File: src/rtl/sprite_eval.sv
// sprite_eval: per-scanline sprite evaluation, primary OAM scan into secondary OAM.
// Define SPRITE_OVF_BUG_EN to reproduce the hardware's diagonal OAM walk during overflow search.
module sprite_eval #(
    parameter int         NUM_SPRITES = 8,
    parameter logic [7:0] CLEAR_VAL   = 8'hFF
) (
    input  logic       clk,
    input  logic       rst_n,
    input  logic [8:0] cycle,
    input  logic [8:0] scanline,
    input  logic       render_en,
    input  logic       sp_size16,
    output logic [7:0] oam_addr,
    input  logic [7:0] oam_data,
    output logic [4:0] oam2_addr,
    output logic [7:0] oam2_wdata,
    output logic       oam2_we,
    output logic [3:0] sp_count,
    output logic       sp0_next,
    output logic       sp_overflow
);
    localparam logic [3:0] NS = 4'(NUM_SPRITES);

    typedef enum logic [2:0] {IDLE, CLEAR, SCAN_Y, COPY, OVF, DONE} state_t;

    state_t     state_q, state_d;
    logic [5:0] n_q, n_d;
    logic [1:0] m_q, m_d;
    logic [3:0] cnt_q, cnt_d;
    logic       sp0_q, sp0_d;
    logic [7:0] lat_q;
    logic [3:0] sp_count_q;
    logic       sp0_next_q, sp_ovf_q;
    logic       active, even, last, in_range, ovf_hit, eol;
    logic [8:0] diff;

    assign active   = render_en && scanline < 9'd240;
    assign even     = !cycle[0];
    assign last     = n_q == 6'd63;
    // Y values >= 240 wrap the subtraction to a large value and so never match
    assign diff     = scanline - {1'b0, lat_q};
    assign in_range = sp_size16 ? diff < 9'd16 : diff < 9'd8;
    assign ovf_hit  = active && state_q == OVF && even && in_range;
    assign eol      = active && cycle == 9'd256 && state_q inside {SCAN_Y, COPY, OVF, DONE};

    always_comb begin
        state_d    = state_q;
        n_d        = n_q;
        m_d        = m_q;
        cnt_d      = cnt_q;
        sp0_d      = sp0_q;
        oam_addr   = 8'd0;
        oam2_addr  = 5'd0;
        oam2_wdata = 8'd0;
        oam2_we    = 1'b0;
        if (!active) begin
            state_d = IDLE;
        end else begin
            case (state_q)
                IDLE: if (cycle == 9'd0) state_d = CLEAR;
                CLEAR: begin
                    if (even) begin
                        oam2_we    = 1'b1;
                        oam2_addr  = 5'((cycle >> 1) - 9'd1);
                        oam2_wdata = CLEAR_VAL;
                    end
                    if (cycle == 9'd64) begin
                        state_d = SCAN_Y;
                        n_d     = 6'd0;
                        m_d     = 2'd0;
                        cnt_d   = 4'd0;
                        sp0_d   = 1'b0;
                    end
                end
                SCAN_Y: begin
                    oam_addr = {n_q, 2'b00};
                    if (even) begin
                        oam2_we    = cnt_q < NS;
                        oam2_addr  = 5'({cnt_q, 2'b00});
                        oam2_wdata = lat_q;
                        if (in_range) begin
                            state_d = COPY;
                            m_d     = 2'd1;
                        end else begin
                            n_d     = n_q + 6'd1;
                            state_d = last ? DONE : SCAN_Y;
                        end
                    end
                end
                COPY: begin
                    oam_addr = {n_q, m_q};
                    if (even) begin
                        oam2_we    = 1'b1;
                        oam2_addr  = 5'({cnt_q, m_q});
                        oam2_wdata = m_q == 2'd2 ? lat_q & 8'hE3 : lat_q;
                        if (m_q == 2'd3) begin
                            m_d     = 2'd0;
                            cnt_d   = cnt_q + 4'd1;
                            n_d     = n_q + 6'd1;
                            sp0_d   = sp0_q | (n_q == 6'd0);
                            state_d = last ? DONE : (cnt_q + 4'd1 == NS) ? OVF : SCAN_Y;
                        end else begin
                            m_d = m_q + 2'd1;
                        end
                    end
                end
                OVF: begin
                    oam_addr = {n_q, m_q};
                    if (even) begin
`ifdef SPRITE_OVF_BUG_EN
                        if (in_range) begin
                            {n_d, m_d} = {n_q, m_q} + 8'd3;
                            state_d    = DONE;
                        end else begin
                            n_d     = n_q + 6'd1;
                            m_d     = m_q + 2'd1;
                            state_d = last ? DONE : OVF;
                        end
`else
                        if (in_range) begin
                            state_d = DONE;
                        end else begin
                            n_d     = n_q + 6'd1;
                            state_d = last ? DONE : OVF;
                        end
`endif
                    end
                end
                DONE: oam_addr = {n_q, 2'b00};
                default: state_d = IDLE;
            endcase
            if (cycle == 9'd256) state_d = IDLE;
        end
    end

    always_ff @(posedge clk or negedge rst_n) begin
        if (!rst_n) begin
            state_q    <= IDLE;
            n_q        <= 6'd0;
            m_q        <= 2'd0;
            cnt_q      <= 4'd0;
            sp0_q      <= 1'b0;
            lat_q      <= 8'd0;
            sp_count_q <= 4'd0;
            sp0_next_q <= 1'b0;
            sp_ovf_q   <= 1'b0;
        end else begin
            state_q <= state_d;
            n_q     <= n_d;
            m_q     <= m_d;
            cnt_q   <= cnt_d;
            sp0_q   <= sp0_d;
            if (active && cycle[0]) lat_q <= oam_data;
            if (eol) begin
                sp_count_q <= cnt_d;
                sp0_next_q <= sp0_d;
            end
            if (scanline == 9'd261 && cycle == 9'd1) sp_ovf_q <= 1'b0;
            else if (ovf_hit) sp_ovf_q <= 1'b1;
        end
    end

    assign sp_count    = sp_count_q;
    assign sp0_next    = sp0_next_q;
    assign sp_overflow = sp_ovf_q;
endmodule

File: config.mk
export PLATFORM = sky130hd
export DESIGN_NAME = sprite_eval
export DESIGN_NICKNAME = d
export VERILOG_FILES = /design/src/rtl/sprite_eval.sv
export SDC_FILE = /design/constraint.sdc
export NUM_CORES = 1
export LEC_CHECK = 0
export ABC_AREA = 1
export BUFFER_PORTS_ARGS = -buffer_cell sky130_fd_sc_hd__buf_4
export CORE_MARGIN = 1.5
export CORE_UTILIZATION = 30
export DETAILED_ROUTE_END_ITERATION = 16
export PLACE_DENSITY = 0.59
export SETUP_SLACK_MARGIN = 0.1
export SLEW_MARGIN = 40
export SYNTH_ARGS = -nofsm -noshare
export SYNTH_HDL_FRONTEND = slang
export SYNTH_SLANG_ARGS = --single-unit
export TNS_END_PERCENT = 50
File: constraint.sdc
create_clock -name clk -period 3.35 [get_ports clk]
set_input_delay 0.335 -clock clk [delete_from_list [all_inputs] [get_ports clk]]
set_output_delay 0.335 -clock clk [all_outputs]
set_load 0.02 [all_outputs]
After elaboration in Yosys (flattened, before gate mapping)
Index checks and enable logic that the tools add are counted. W data, S select, Z words.

Register bits: 30. Input bits: 30. Output and inout bits: 28. Word-level logic and storage cells: 126.

Add/sub/neg operators: 5. $lt $le $gt $ge: 4. Equal/unequal tests: 27. Muxes and demuxes: 57. Bitwise gates (word level): 1. Reductions and logical operators: 23.

Operators with widths (number): $mux W8 (5); $mux W3 (12); $mux W6 (5); $mux W5 (5); $pmux W8 S3 (1); $ne A4 B4 Y1 const B (5); $eq A9 B9 Y1 const B (2); $pmux W3 S6 (1); $pmux W6 S3 (1); $mux W4 (4); $pmux W8 S2 (1); $pmux W5 S3 (1); $reduce_and A7 Y1 (2); $mux W1 (12); $ne A2 B2 Y1 const B (6); $mux W2 (5); $eq A9 B1 Y1 const B (1); $eq A9 B7 Y1 const B (1); $logic_not A9 Y1 (1); $lt A9 B4 Y1 const B (1); $lt A9 B5 Y1 const B (1); $lt A9 B8 Y1 const B (1); $sub A9 B8 Y9 (1); $logic_and A1 B1 Y1 (8); other kinds (26) (34).

Logic depth before layout (Yosys ltp)
Gate-level depths: netlist (run 1).

Depth after elaboration: 9. Mapped depth: 17. Depth with buffers taken out: 17.

Worst setup path after synthesis (run 1)
No wires, ideal clock.

Path kind: flip-flop to output port. Start point: register state_q[2]. End point: output oam2_addr[3]. Data arrival time: 1.608 ns. Data required time: 3.015 ns. Slack: 1.407 ns. Cell stages (with the launch flop): 9. Buffers on the path: 0. Cells stage by stage: dfrtp_1 > inv_2 > nand2_4 > nor2_4 > inv_1 > nor2_2 > o31ai_1 > or2_1 > a21oi_1.

Longest elaborated chain between the ends: 3.

Ends and longest elaborated chain: start: declaration (line 26) `state_t state_q, state_d;`; start signal: assignment (line 148) `state_q <= state_d;`; $eq A3 B2 Y1 or $eq A3 B1 Y1 (tied branches) (line 59) `case (state_q)`; $pmux W5 S3 (*) (line 59); $mux W5 (*) (line 56) `if (!active) begin`; end: declaration (line 15) `output logic [4:0] oam2_addr,`.

Every way passes the cells marked *; elsewhere a longest branch is shown, timed or not.

Final worst setup path (run 1)
Start point: register state_q[1]. End point: output oam2_wdata[3].

Longest elaborated chain between the ends: 3.

Ends and longest elaborated chain: $eq A3 B2 Y1 or $eq A3 B1 Y1 (tied branches) (line 59); $pmux W8 S3 (*) (line 59); $mux W8 (*) (line 56); end: declaration (line 16) `output logic [7:0] oam2_wdata,`.

Marks and branches as above.

==> results of run 1 <==
power by group:
part,switching [W],leakage [nW],internal [W]
combinational,0.000246,1.18,0.000141
sequential,0.0000352,0.401,0.000399
clock,0.000138,0.0438,0.000139
layout by cell type (no fill, tap or decap), types with 5 or more instances in the layout:
master,Yosys,layout
nand2_1,114,114
inv_1,61,61
buf_4,0,58
nor2_1,32,32
dfrtp_1,30,30
nand3_1,22,22
a21oi_1,19,19
o21ai_0,15,15
ha_1,13,13
nor2_2,8,8
nor3_1,7,7
nand2_2,6,6
o21ai_2,6,6
nand4_1,5,5
clkbuf_8,0,5
worst max-delay path, delay by kind of cell (launching register included):
kind,cells,cell delay [ns]
AND/OR/NAND/NOR,3,0.92
flip-flops,1,0.52
buffers and inverters,3,0.43
AO/OA/AOI/OAI,1,0.19
registers in the layout, indices dropped and copies added, names as in the netlist:
name and count:
m_q 2, sp0_q 1, sp0_next 1, sp_overflow 1, sp_count 4, lat_q 8, cnt_q 4, n_q 6
state_q 3
cells in the mapped netlist (2+ instances only):
cell / number
nand2_1: 114
inv_1: 61
nor2_1: 32
dfrtp_1: 30
nand3_1: 22
a21oi_1: 19
o21ai_0: 15
ha_1: 13
nor2_2: 8
nor3_1: 7
nand2_2: 6
o21ai_2: 6
nand4_1: 5
inv_2: 4
o21ai_1: 4
xor2_1: 4
clkbuf_1: 3
a22oi_1: 2
nand2_4: 2
nand3b_1: 2
nor2_4: 2
nor3_4: 2
o22ai_1: 2
o31ai_1: 2
or2_2: 2
metal layers:
metal	track usage [%]	wire (um)	part of all wire, %	up-vias
met5	0	0	0	-
met4	4.73	93	1.3	0
met3	3.43	301	4.3	7
met2	27.9	3340	48	56
met1	22.6	3250	47	1227
li1	-	-	-	1340
final timing paths:
path,slack (ns),to,start
worst max register to register,1.16,n_q[0],lat_q[5]
max in group asynchronous,2.54,n_q[1],rst_n
worst max-delay path,0.67,oam2_wdata[3],state_q[1]
min in group asynchronous,0.52,lat_q[4],rst_n
worst min register to register,0.49,sp0_next,sp0_next
worst min-delay path,0.26,lat_q[2],oam_data[2]
stage by stage:
step	hold WS, ns	utilization (%)	area (um2)	instances
after floorplan	0.0394	-	2540	383
after global placement	0.292	37.5	3080	541
after detailed placement	0.293	37.5	3080	541
after CTS	0.261	38.6	3170	549
after global routing	0.271	38.6	3170	549
final	0.265	38.6	3170	549
layout make-up:
| cell class | count | area [um2] |
|---|---|---|
| clock inverters | 2 | 10.0 |
| multi-input cells | 282 | 1510 |
| flip-flops and latches | 30 | 751 |
| inverters | 66 | 250 |
| fillers | 870 | 5050 |
| clock buffers | 5 | 68.8 |
| well taps | 105 | 131 |
| repair buffers | 59 | 445 |
kinds of logic after synthesis:
kind of cell,Yosys count,synth area share [%]
AO/OA/AOI/OAI,56,13.7
adder cells (fa/ha/maj),13,6.40
flip-flops,30,29.5
multiplexers,1,0.443
AND/OR/NAND/NOR,208,37.6
buffers and inverters,71,10.9
XOR/XNOR,4,1.38
what timing repair did:
item	CTS	global route
gates resized for setup	0	0
hold buffers	1	0
buffers inserted	0	0
hold endpoints to repair	30	0
==> results.sh, run 1 <==
export IMPL_tns_ns=0
export IMPL_wire_per_inst_um=12.7
export IMPL_relSlewSlack_pct=45.1
export IMPL_vdd_drop_max_uv=252
export IMPL_crit_top_cell="nor2_1"
export IMPL_fmax_ghz=0.374
export IMPL_critical_path_class="reg -> out"
export IMPL_end_kind="output pin"
export IMPL_vias=2630
export IMPL_netlist_top_cells_area="dfrtp_1 30%, nand2_1 17%, inv_1 9.0%"
export IMPL_arrival_ns=2.34
export IMPL_place_ws_ns=1.00
export IMPL_start_util_pct=30.9
export IMPL_final_layout_size_suffix_gt1_share_pct=23.2
export IMPL_finalClockSkew_ns=0.00521
export IMPL_leakage_nw=1.63
export IMPL_drt_iter0_drc=114
export IMPL_crit_chain="inv_2, nor2_1, inv_1, nor2_1, nand3_1, a21oi_1, buf_4"
export IMPL_gp_congestion=0.895
export IMPL_drc=0
export IMPL_finalPower_w=0.00110
export IMPL_status="completed"
export IMPL_synth_cell_types=39
export IMPL_finalCriticalPeriod_ns=2.68
export IMPL_netlist_instances=383
export IMPL_asyncSetResetFlopFracSynth_pct=100
export IMPL_clkTransAtPathRegs_ns=0.07
export IMPL_cp_max_fo=11
export IMPL_drv_slew=0
export IMPL_slowest_stage="nor2_1"
export IMPL_routed_via_density=4.79
export IMPL_rows=33
export IMPL_dp_hpwl_mm=5.62
export IMPL_synth_main_ff_cell="dfrtp_1"
export IMPL_setup_violations_final=0
export IMPL_grt_start_max_net_pins=31
export IMPL_grtUsageTotal_pct=17.0
export IMPL_avgSynthCellArea_um2=6.64
export IMPL_dr_pass1_iters=4
export IMPL_nets=487
export IMPL_area_growth_pct=24.7
export IMPL_cts_tree="done"
export IMPL_diodes=0
export IMPL_finalHoldViolations=0
export IMPL_tightest_slew_ns=0.821
export IMPL_synthesis_nets=426
export IMPL_drv_cap=0
export IMPL_numCtsBuffers=5
export IMPL_ys_ff_latch=30
export IMPL_design_die_area_mm2=0.00904
export IMPL_routed_wl_mm=6.99
export IMPL_cts_max_level=2
export IMPL_io_buffers=57
export IMPL_cts_root_buf="clkbuf_8"
export IMPL_power_density_mw_per_mm2=346
export IMPL_min_period_over_period_pct=79.9
export IMPL_yosysSeqAreaShare_pct=29.5
export IMPL_worstPathRequired_ns=3.01
export IMPL_synth_edf_count=0
export IMPL_synth_top_area_share_pct=29.5
export IMPL_hold_depth=3
export IMPL_grt_overflow=0
export IMPL_netlist_area_mm2=0.00254
export IMPL_fp_dieW_um=95.1
export IMPL_grt_pass1_vias=2512
export IMPL_slowest_delay_ns=0.56
export IMPL_die_y_um=95.1
export IMPL_yosys_area_top_type="dfrtp_1"
export IMPL_drt_antenna_violating_nets=0
export IMPL_startpoint_type="flip-flop"
export IMPL_clk_path_buf_depth=2
export IMPL_antenna_found_initial=0
export IMPL_worstHoldPathType="in -> reg"
export IMPL_rsz0062_at_grt="no"
export IMPL_timing_reg2reg_worst_path_depth=13
export IMPL_grt_pass1_wl_mm=12.0
export IMPL_core_mm2=0.00822
export IMPL_clock_sinks=30
export IMPL_ys_warn_count=0
export IMPL_clkLatencyLatePin_ns=0.28
export IMPL_fin_ws_ns=0.673
export IMPL_io_pins=58
(Power assumes the default switching activity.)
==> run 2, diff against run 1 <==
- PLACE_DENSITY: 0.59 -> 0.61
- clock period: 3.35 -> 2.25 ns (I/O delays scaled with it)
==> results.sh, run 2 (synthesis results as in run 1) <==
export IMPL_finalCriticalPeriod_ns=2.03
export IMPL_largestRegisters="lat_q: 8 flops, n_q: 6 flops"
export IMPL_critical_path_buf_inv_count=3
export IMPL_drv_cap=0
export IMPL_p_comb_share_pct=37.7
export IMPL_critical_path_class="reg -> out"
export IMPL_antenna_found_initial=0
export IMPL_numCtsBuffers=5
export IMPL_final_common_cell="nand2_1"
export IMPL_dr_pass1_iters=5
export IMPL_vdd_drop_max_uv=291
export IMPL_wire_per_inst_um=12.8
export IMPL_status="completed"
export IMPL_clkLatencyLatePin_ns=0.28
export IMPL_path_delay_family="simple AND/OR/NAND/NOR gates"
export IMPL_grt_pass1_vias=2527
export IMPL_p_int_w=0.00109
export IMPL_tightest_slew_ns=0.538
export IMPL_largest_reg_flops=8
export IMPL_setup_violations_final=0
export IMPL_worstPathRequired_ns=2.03
export IMPL_vias=2710
export IMPL_fin_util_pct=41.0
export IMPL_drc=0
export IMPL_die_y_um=95.1
export IMPL_place_ws_ns=0.116
export IMPL_multiInputGateArea_mm2=0.00160
export IMPL_rsz0062_at_grt="yes"
export IMPL_area_growth_pct=32.6
export IMPL_clock_sinks=30
export IMPL_final_cells=564
export IMPL_slowest_delay_ns=0.43
export IMPL_clk_path_buf_depth=2
export IMPL_grt_overflow=0
export IMPL_start_util_pct=30.9
export IMPL_cts_tree="done"
export IMPL_fin_ws_ns=0.218
export IMPL_crit_chain="inv_4, nand2_4, nor2_4, inv_2, nor2_4, o31ai_1, or2_1, a21oi_2, buf_4"
export IMPL_grt_start_max_net_pins=31
export IMPL_drv_slew=0
export IMPL_seqPwrFrac_pct=36.2
export IMPL_layout_common_cells="113 x nand2_1, 71 x buf_4, 59 x inv_1, 29 x nor2_1, 28 x dfrtp_1"
export IMPL_cts_root_buf="clkbuf_8"
export IMPL_worstHoldPathType="in -> reg"
export IMPL_dp_cells=547
export IMPL_drt_iter0_drc=198
export IMPL_slowest_stage="dfrtp_2"
export IMPL_grtUsageTotal_pct=16.9
export IMPL_finalClockSkew_ns=0.00390
export IMPL_grt_pass1_wl_mm=11.9
export IMPL_power_density_mw_per_mm2=527
export IMPL_core_mm2=0.00822
export IMPL_regArea_um2=753
export IMPL_fp_dieW_um=95.1
export IMPL_io_pins=58
export IMPL_nets=501
export IMPL_cp_max_fo=5
export IMPL_drt_antenna_violating_nets=0
export IMPL_io_buffers=57
export IMPL_power_switching_w=0.000686
export IMPL_p_clk_share_pct=26.1
export IMPL_dp_hpwl_mm=5.71
export IMPL_end_kind="output pin"
export IMPL_routed_via_density=4.80
export IMPL_fmax_ghz=0.492
export IMPL_final_layout_size_suffix_gt1_share_pct=29.0
export IMPL_crit_top_cell="nor2_4"
export IMPL_cts_max_level=2
export IMPL_routed_wl_mm=7.24
export IMPL_tns_ns=0
export IMPL_arrival_ns=1.81
export IMPL_sw_frac_of_total_pct=38.6
export IMPL_rows=33
export IMPL_diodes=0
export IMPL_regMostFlops="lat_q"
export IMPL_design_die_area_mm2=0.00904
export IMPL_gp_congestion=0.888
export IMPL_fillerInstances=862
export IMPL_leakage_nw=1.70
export IMPL_relSlewSlack_pct=63.9
export IMPL_min_period_over_period_pct=90.3
export IMPL_startpoint_type="flip-flop"
export IMPL_clkTransAtPathRegs_ns=0.07
export IMPL_finalHoldViolations=0
## run 2: cell types whose count changed in the layout (fill, tap and decap cells not counted), sizes merged
cell and change:
buf +13, clkbuf +1, clkinv -1, clkinvlp +1
nand2 +1
## run 2: timing repair
item | 4_1_cts | 5_1_grt
endpoints found under the hold margin | 30 | 0
gates cloned | 0 | 1
setup endpoints to repair | 7 | 20
buffers inserted | 1 | 6
hold buffers | 1 | 0
pin swaps | 1 | 5
gates resized for setup | 4 | 19
## run 2: path summary, 6_finish.rpt
path,startpoint,endpoint,slack [ns],depth (start not counted)
max in group asynchronous,rst_n,state_q[2],1.53,2
worst min-delay path,oam_data[1],lat_q[1],0.15,3
worst max-delay path,state_q[2],oam2_addr[3],0.22,9
worst max register to register,lat_q[3],n_q[0],0.27,14
worst min register to register,sp_count[0],sp_count[0],0.49,2
min in group asynchronous,rst_n,lat_q[0],0.41,2
## run 2: metal layers
metal | wire length [um] | up-vias | global-route usage, %
met5 | 0 | - | 0
met4 | 138 | 0 | 4.98
met3 | 357 | 12 | 2.23
met2 | 3530 | 84 | 28.3
met1 | 3210 | 1243 | 22.6
li1 | - | 1371 | -
## run 2: layout make-up
type | instances | area share (%)
Clock buffer | 6 | 2.45
Clock inverter | 2 | 0.371
Inverter | 66 | 7.50
Multi-Input combinational cell | 283 | 47.3
Sequential cell | 30 | 22.3
Tap cell | 105 | 3.90
Timing Repair Buffer | 72 | 16.1
## run 2: metrics by stage
stage               hold slack [ns]  power, W  area, um2
CTS                           0.149   0.00172       3250
detailed placement            0.183   0.00124       3130
global route                  0.167   0.00191       3370
global placement              0.181   0.00124       3130
floorplan                   -0.0706   0.00105       2540
finish                        0.148   0.00178       3370
## run 2: worst reg2reg max path, cell delays in order, from the launching register on
cell	delay (ns)
dfrtp_1	0.36
inv_1	0.07
ha_1	0.33
nand2_1	0.11
inv_1	0.06
nand2_1	0.09
nand3_1	0.08
nand2_1	0.06
nand3_1	0.11
nor2_4	0.16
nand4_1	0.09
buf_4	0.18
nand2_8	0.09
nand2_1	0.07
o21ai_2	0.06
## run 2: power by group through the flow
| stage | Clock, W | Combinational, W | Sequential, W |
|---|---|---|---|
| 6_report | 0.000463 | 0.000670 | 0.000643 |
| 3_3_place_gp | 0 | 0.000583 | 0.000652 |
| 4_1_cts | 0.000476 | 0.000601 | 0.000643 |
| 2_1_floorplan | 0 | 0.000411 | 0.000641 |
| 3_5_place_dp | 0 | 0.000588 | 0.000652 |
| 5_1_grt | 0.000498 | 0.000764 | 0.000651 |
==> run 3, diff against run 2 <==
- ABC_AREA: 1 -> default
- CORE_MARGIN: 1.5 -> default
- CORE_UTILIZATION: 30 -> 49
- PLACE_DENSITY: 0.61 -> 0.87
==> results.sh, run 3 <==
export IMPL_status="finished, violations left"
export IMPL_violations="setup timing"
export IMPL_routed_via_density=6.29
export IMPL_regMostFlops="lat_q"
export IMPL_fmax_ghz=0.426
export IMPL_worstReg2RegEnd="n_q[1]"
export IMPL_cts_root_buf="clkbuf_8"
export IMPL_routed_wl_mm=7.76
export IMPL_crit_top_cell="buf_4"
export IMPL_relSlewSlack_pct=73.0
export IMPL_final_common_cell="buf_4"
export IMPL_cp_max_fo=5
export IMPL_ys_warn_count=0
export IMPL_ys_top_cells_by_count="32 x nor2_1, 30 x dfrtp_1, 25 x nand2_1"
export IMPL_synth_edf_count=0
export IMPL_dr_pass1_iters=5
export IMPL_cts_max_level=2
export IMPL_critical_path_buf_inv_count=3
export IMPL_crit_chain="inv_2, ha_4, a21o_1, a31o_1, buf_4, xnor2_2, o221a_4, and4_4, nor3_4, buf_4, mux2i_1"
export IMPL_antenna_found_initial=0
export IMPL_r2r_start="lat_q[2]"
export IMPL_asyncSetResetFlopFracSynth_pct=100
export IMPL_io_buffers=57
export IMPL_rsz0062_at_grt="yes"
export IMPL_clk_path_buf_depth=2
export IMPL_clkTransAtPathRegs_ns=0.06
export IMPL_synth_cell_types=52
export IMPL_synthAdderAreaFrac_pct=6.85
export IMPL_yosys_area_top_type="dfrtp_1"
export IMPL_synth_top_family_by_area="simple AND/OR/NAND/NOR gates"
export IMPL_path_delay_family="compound AO/OA/AOI/OAI gates"
export IMPL_ys_ff_latch=30
export IMPL_netlist_top_cells_area="dfrtp_1 32%, ha_1 6.8%, mux2_2 6.2%"
export IMPL_numCtsBuffers=5
export IMPL_gp_congestion=0.925
export IMPL_design_die_area_mm2=0.00513
export IMPL_drt_iter0_drc=189
export IMPL_power_density_mw_per_mm2=449
export IMPL_synth_xor_area_share_pct=2.58
export IMPL_finalClockSkew_ns=0.00425
export IMPL_netlist_area_mm2=0.00238
export IMPL_fp_dieW_um=71.6
export IMPL_final_layout_size_suffix_gt1_share_pct=41.8
export IMPL_min_period_over_period_pct=104
export IMPL_setup_violations_final=9
export IMPL_yosysSeqAreaShare_pct=31.6
export IMPL_fin_util_pct=75.5
export IMPL_muxShareOfSynthArea_pct=7.85
export IMPL_vdd_drop_max_uv=388
export IMPL_postLayoutCellArea_mm2=0.00340
export IMPL_worstPathRequired_ns=2.44
export IMPL_dp_hpwl_mm=5.46
export IMPL_vias=2704
export IMPL_diodes=0
export IMPL_slowest_delay_ns=0.38
export IMPL_startpoint_type="flip-flop"
export IMPL_synth_top_area_share_pct=31.6
export IMPL_worstSetupPathDepth=11
export IMPL_drv_cap=0
export IMPL_grtUsageTotal_pct=30.0
export IMPL_area_growth_pct=43.1
export IMPL_drc=0
export IMPL_io_pins=58
export IMPL_clkLatencyLatePin_ns=0.28
export IMPL_avgSynthCellArea_um2=8.37
export IMPL_yosys_area_share_simple_pct=26.7
export IMPL_timing_reg2reg_worst_path_depth=11
export IMPL_grt_overflow=0
export IMPL_yosysMostFrequentCell="nor2_1"
export IMPL_endpoint="n_q[1]"
export IMPL_finalHoldViolations=0
export IMPL_start_util_pct=52.8
export IMPL_layout_common_cells="93 x buf_4, 28 x nor2_1, 28 x dfrtp_1, 23 x nand2_1, 14 x a21oi_1"
export IMPL_synth_compound_area_share_pct=19.9
export IMPL_nets=421
export IMPL_synthesis_nets=327
export IMPL_drt_antenna_violating_nets=0
export IMPL_rows=24
export IMPL_grt_pass1_wl_mm=11.9
export IMPL_end_kind="flip-flop"
export IMPL_crit_start="lat_q[2]"
export IMPL_tightest_slew_ns=0.403
export IMPL_slowest_stage="dfrtp_1"
export IMPL_hold_slack_ns=0.182
export IMPL_wire_per_inst_um=18.1
export IMPL_largestRegisters="lat_q: 8 flops, n_q: 6 flops"
export IMPL_worstHoldPathType="in -> reg"
export IMPL_dpl_cell_area_mm2=0.00306
export IMPL_drv_slew=0
export IMPL_grt_pass1_vias=2579
export IMPL_clock_sinks=30
export IMPL_largest_reg_flops=8
export IMPL_fin_ws_ns=-0.0979
export IMPL_grt_start_max_net_pins=31
export IMPL_netlist_instances=284
export IMPL_reg2reg_slack_ns=-0.1
export IMPL_synth_main_ff_cell="dfrtp_1"
export IMPL_core_mm2=0.00450
export IMPL_critical_path_class="reg -> reg"
export IMPL_cts_tree="done"
export IMPL_die_y_um=71.6
export IMPL_finalCriticalPeriod_ns=2.35
export IMPL_leakage_nw=1.60
export IMPL_arrival_ns=2.54
[run 3: how the worst min path moves through the flow]
stage	cells past startpoint	start	slack, ns	to
floorplan	0	rst_n	-0.07	cnt_q[0]
global placement	1	rst_n	0.17	n_q[2]
detailed placement	1	rst_n	0.18	n_q[3]
CTS	2	oam_data[4]	0.18	lat_q[4]
global route	2	oam_data[5]	0.18	lat_q[5]
finish	2	oam_data[4]	0.18	lat_q[4]
[run 3: kinds of logic after synthesis]
group | after synthesis
compound gates | 69
xor+xnor | 7
fa+ha+maj | 13
buf+inv | 26
flops | 30
mux | 17
simple gates | 122
[run 3: timing repair]
| item | CTS | global route |
|---|---|---|
| hold buffers | 1 | 0 |
| gates cloned | 1 | 1 |
| resized for setup | 21 | 23 |
| setup buffers | 8 | 0 |
| pin swaps | 8 | 6 |
| endpoints found under the setup margin | 27 | 22 |
| hold endpoints to repair | 30 | 0 |
[run 3: layout make-up]
cell class	instances	area, um2
Tap cell	52	65.1
Inverter	14	52.6
Multi-Input combinational cell	229	1700
Clock buffer	7	76.3
Fill cell	316	1100
Timing Repair Buffer	98	753
Sequential cell	30	753
[run 3: metal layers]
metal	global-route usage, %	share of wire, %	up-vias
li1	-	-	1219
met1	35.8	39	1294
met2	52.5	51	161
met3	5.49	7.4	30
met4	13.7	2.7	0
met5	0	0	-
[run 3: through the flow]
step	total power, W	setup TNS (ns)	setup WS [ns]	std cells
final	0.00153	-0.446	-0.0979	430
after global routing	0.00159	-1.39	-0.211	430
after CTS	0.00148	-0.116	-0.0413	429
after detailed placement	0.00104	-0.182	-0.0634	412
after global placement	0.00102	0	0.0113	412
after floorplan	0.000843	-0.0910	-0.0656	284
[run 3: power by group]
group	switching (W)	internal (W)	total (W)
Clock	0.000191	0.000212	0.000404
Sequential	0.0000219	0.000569	0.000591
Combinational	0.000265	0.000266	0.000530
Total	0.000478	0.00105	0.00153
